===== src/rtl/ahb_wait_sram_slave.sv =====
// AHB-Lite SRAM slave with programmable wait states.
// Misaligned or oversized transfers answer with a two-cycle ERROR.
module ahb_wait_sram_slave #(
  parameter int WAIT_STATES = 1,
  parameter int MEM_WORDS   = 64
) (
  input  logic        HCLK,
  input  logic        HRESETn,
  input  logic        HSEL,
  input  logic [31:0] HADDR,
  input  logic        HWRITE,
  input  logic [2:0]  HSIZE,
  input  logic [2:0]  HBURST,
  input  logic [1:0]  HTRANS,
  input  logic [31:0] HWDATA,
  input  logic        HREADY,
  output logic [31:0] HRDATA,
  output logic        HREADYOUT,
  output logic        HRESP
);

  localparam int AW =
    (MEM_WORDS > 1) ? $clog2(MEM_WORDS) : 1;
  localparam logic [2:0] WS3 = 3'(WAIT_STATES);

  typedef enum logic [1:0] {
    S_IDLE,
    S_WAIT,
    S_ERR1,
    S_ERR2
  } state_t;

  state_t        r_state;
  logic [2:0]    r_cnt;
  logic          r_pend;
  logic [7:0]    r_addr;
  logic          r_write;
  logic [2:0]    r_size;
  logic          r_ready;
  logic          r_resp;
  logic [31:0]   r_mem [MEM_WORDS];

  logic          w_acc;
  logic          w_bad;
  logic          w_done;
  logic          w_rd;
  logic [3:0]    w_be;
  logic [AW-1:0] w_idx;
  logic          w_unused;

  assign w_unused = &{1'b0, HBURST, HADDR[31:8]};

  // Only sample a new address phase while our own data phase is ready.
  assign w_acc = HSEL & HREADY & HTRANS[1] & r_ready;

  assign w_bad = (HSIZE > 3'd2)
    | ((HSIZE == 3'd1) & HADDR[0])
    | ((HSIZE == 3'd2) & (|HADDR[1:0]));

  assign w_done = r_pend & (r_state == S_IDLE);
  assign w_rd   = w_done & ~r_write;
  assign w_idx  = r_addr[AW+1:2];

  assign HREADYOUT = r_ready;
  assign HRESP     = r_resp;
  assign HRDATA    = w_rd ? r_mem[w_idx] : '0;

  // Byte-lane enables for the latched size and address.
  always_comb begin
    w_be = 4'b1111;
    unique case (r_size)
      3'd0:    w_be = 4'b0001 << r_addr[1:0];
      3'd1:    w_be = r_addr[1] ? 4'b1100 : 4'b0011;
      default: w_be = 4'b1111;
    endcase
  end

  // Transfer FSM with registered ready/response.
  always_ff @(posedge HCLK or negedge HRESETn) begin
    if (!HRESETn) begin
      r_state <= S_IDLE;
      r_cnt   <= '0;
      r_pend  <= 1'b0;
      r_addr  <= '0;
      r_write <= 1'b0;
      r_size  <= '0;
      r_ready <= 1'b1;
      r_resp  <= 1'b0;
    end else begin
      unique case (r_state)
        S_IDLE, S_ERR2: begin
          r_state <= S_IDLE;
          r_pend  <= 1'b0;
          r_ready <= 1'b1;
          r_resp  <= 1'b0;
          if (w_acc) begin
            r_addr  <= HADDR[7:0];
            r_write <= HWRITE;
            r_size  <= HSIZE;
            if (w_bad) begin
              r_state <= S_ERR1;
              r_ready <= 1'b0;
              r_resp  <= 1'b1;
            end else if (WS3 != 3'd0) begin
              r_state <= S_WAIT;
              r_cnt   <= WS3;
              r_pend  <= 1'b1;
              r_ready <= 1'b0;
            end else begin
              r_pend  <= 1'b1;
            end
          end
        end
        S_WAIT: begin
          if (r_cnt == 3'd1) begin
            r_state <= S_IDLE;
            r_cnt   <= '0;
            r_ready <= 1'b1;
          end else begin
            r_cnt   <= r_cnt - 3'd1;
          end
        end
        S_ERR1: begin
          r_state <= S_ERR2;
          r_ready <= 1'b1;
          r_resp  <= 1'b1;
        end
        default: begin
          r_state <= S_IDLE;
        end
      endcase
    end
  end

  // Lane-masked write at the end of a write completion cycle.
  always_ff @(posedge HCLK) begin
    if (w_done & r_write) begin
      for (int i = 0; i < 4; i++) begin
        if (w_be[i]) begin
          r_mem[w_idx][8*i +: 8] <= HWDATA[8*i +: 8];
        end
      end
    end
  end

endmodule


===== config.mk =====
export PLATFORM = sky130hd
export DESIGN_NAME = ahb_wait_sram_slave
export DESIGN_NICKNAME = d
export VERILOG_FILES = /design/src/rtl/ahb_wait_sram_slave.sv
export SDC_FILE = /design/constraint.sdc
export NUM_CORES = 2
export LEC_CHECK = 0
export BUFFER_PORTS_ARGS = -buffer_cell sky130_fd_sc_hd__buf_4
export CORE_ASPECT_RATIO = 0.8
export CORE_MARGIN = 2
export CORE_UTILIZATION = 25
export DETAILED_ROUTE_END_ITERATION = 12
export PLACE_DENSITY = 0.43
export SYNTH_ARGS = -nofsm -noshare
export SYNTH_HDL_FRONTEND = slang
export SYNTH_SLANG_ARGS = --single-unit

===== constraint.sdc =====
create_clock -name HCLK -period 5.6 [get_ports HCLK]
set_input_delay 0.56 -clock HCLK [delete_from_list [all_inputs] [get_ports HCLK]]
set_output_delay 0.56 -clock HCLK [all_outputs]
set_load 0.01 [all_outputs]

==> flow_summary.toml <==
[run_status]
status = "completed"

[place]
placed_area_um2 = 85900
dp_hpwl_um = 186000
gp_congestion = 0.826
preCtsSetupSlack_ns = 0.871
portBuffers = 82

[worst_setup_path]
r2r-start = "r_addr[3]"
path_max_fanout = 43
cpMostUsedCell = "buf_12"
critPathLaunchType = "register"
worst_setup_path_end_kind = "output port"
cp_cell_sequence = "buf_12 -> buf_12 -> mux2i_1 -> a22oi_1 -> and3_1 -> a2111oi_2 -> a41oi_1 -> buf_4"
timing.rr.end = "r_mem[62][8]"
cp.required_ns = 5.04
worst-path-buf-inv = 3
path_class = "reg -> out"
slowest_delay_ns = 0.92
reg2reg_depth = 6
cp_top_family = "compound AO/OA/AOI/OAI gates"
critical_path_arrival_ns = 4.86
crit_slowest_cell = "dfrtp_4"
r2r_setup_slack_ns = 1.25
path_depth = 8

[synth]
synthArstFlopShare_pct = 0.967
avgSynthCellArea_um2 = 17.0
synth-seq-area-share_pct = 78.5
ys_seq_elements = 2068
yosys-top-cells-area = "edfxtp_1 78%, a22oi_1 4.0%, a221oi_1 2.9%"
netlist_area_um2 = 79000
ys_warn_count = 0
synth_edf_count = 2048
synth.distinct_cells = 63
synth_commonest_cells = "2048 x edfxtp_1, 425 x nor2_1, 416 x a22oi_1, 264 x a221oi_1, 152 x mux2i_1"
netlist_instances = 4647
synth_most_common_cell = "edfxtp_1"
synthFlopType = "edfxtp_1"
synth_top_cell_area_share_pct = 77.9
syn-num-nets = 4730
yosys.area.top_type = "edfxtp_1"

[sta]
fin_ws_ns = 0.180
finalCritPeriodShare_pct = 96.8
relSlewSlack_pct = 17.6
hold_viol = 0
max_slew.worst_pin.slew_ns = 1.23
drv_slew = 0
fin_worst_hold_slack_ns = 0.0833
fmax_mhz = 184
skew_ns = 0.0793
finalSetupViolCount = 0
rsz0062_at_grt = "no"
fin_crit_ns = 5.42
setup_tns_ns = 0

[drt]
dr.pass1.iters = 5
wl_per_cell_um = 30.9
drc_errors = 0
vias_per_cell = 5.06
drtIter0Drc = 5535
drt-total-wl_um = 286000
num_vias = 46800
ant_nets = 0

[min_path]
hold_path_class = "in -> reg"
min_path_cells = 2
hold_end = "r_addr[2]"
worstHoldStart = "HADDR[2]"

[cts]
clk_latency_ns = 0.93
clock_path_buffers = 4
cts_tree = "done"
cts_sinks = 2068
clkTransAtPathRegs_ns = 0.06
cts_buffers = 213
cts_root_buf = "clkbuf_16"
htreeDepth = 4

[floorplan]
boundaryPins = 111
start_util_pct = 25.1
dieArea_um2 = 320000
core_area_um2 = 314000
rows = 184
die_w_um = 632
die_h_um = 507

[global_route]
grt.busiest_layer = "met2"
first_global_vias = 45000
grt_usage_pct = 17.4
overflow = 0
grt_max_degree = 76
antenna_found_initial = 36
met2_usage_pct = 25.9
use_met3_pct = 4.14
grt_pass1_wl_um = 388000
use_met1_pct = 25.3

[final_layout]
nets = 4993
area_growth_pct = 17.2
final_core_util_pct = 29.5
fin_area_um2 = 92600
layout-drive-gt1-share_pct = 15.9

[power]
p_leak_nw = 27.9
irDropWorstVdd_mv = 0.287
powerDensity_nw_per_um2 = 479

[job]
maxCapViolCount = 0
[layer usage]
metal | vias to the layer above | wire length (um) | part of all wire, %
li1 | 19600 | - | -
met1 | 25000 | 131000 | 46
met2 | 1887 | 124000 | 43
met3 | 339 | 23900 | 8.3
met4 | 10 | 7040 | 2.5
met5 | - | 73 | 0.025
[cell families after synthesis]
family | synth area share (%)
muxes | 3.42
and+or+nand+nor | 3.53
adders and majority gates | 0.0951
DFF | 78.5
AOI/OAI and AO/OA | 12.3
buffers and inverters | 2.15
[cells in the final DEF, fill, tap and decap left out, drive strengths merged, types with 7 or more instances in the layout]
cell type       n
nor2          428
nor4           27
clkinv         84
clkbuf        262
dfrtp          19
a221o          15
o2bb2ai        13
o211ai         18
nor3           16
a22o          111
a221oi        265
inv            15
a41oi          41
a31oi          80
and3           18
nand2         102
bufinv         14
o22ai          46
a211oi         17
dlygate4sd3    12
a21oi         142
mux2i         152
mux2           93
o21ai         104
nand3           7
buf           385
nand2b         19
edfxtp       2048
a22oi         416
o221ai         29
[flip-flops by register name, indices dropped and copies added, names as in the netlist]
name,flops
r_size,3
HREADYOUT,1
r_write,1
r_cnt,3
r_mem,2048
r_pend,1
HRESP,1
r_addr,8
r_state,2
[metrics by stage]
stage	total power, mW	std cells
final	44.3	9255
after global routing	45.7	9252
after CTS	44.4	9249
after detailed placement	30.7	8866
after global placement	30.7	8866
after floorplan	24.3	4647
[repair_timing]
action                                  in CTS  in global routing
setup buffers                                1                  0
hold buffers                                12                  0
gates cloned                                 1                  0
hold endpoints to repair                    37                  0
pin swaps                                    1                  0
endpoints found under the setup margin       3                  1
resized for setup                            0                  1
[worst max path at each step]
stage	from	to	slack [ns]
2_1_floorplan	r_addr[4]	HRDATA[11]	3.12
3_3_place_gp	r_addr[4]	HRDATA[29]	0.90
3_5_place_dp	r_addr[4]	HRDATA[27]	0.87
4_1_cts	r_addr[2]	HRDATA[29]	0.12
5_1_grt	r_addr[4]	HRDATA[29]	0.09
6_report	r_addr[4]	HRDATA[29]	0.18
[power by group]
group          switching, mW  internal [mW]  total (mW)
clock network           6.06           7.66        13.7
registers              0.347           17.1        17.4
logic                   9.17           4.01        13.2
[final cells by class]
| type | instances | area (um^2) |
|---|---|---|
| fill | 31100 | 222000 |
| multi-input combinational | 2220 | 15400 |
| sequential | 2068 | 62000 |
| tap | 4185 | 5240 |
| timing repair buffer | 397 | 3390 |
| antenna | 6 | 15.0 |
| clock buffer | 262 | 5580 |
| inverter | 10 | 42.5 |
| clock inverter | 107 | 872 |
No activity file was read; power rests on OpenSTA's default activity.
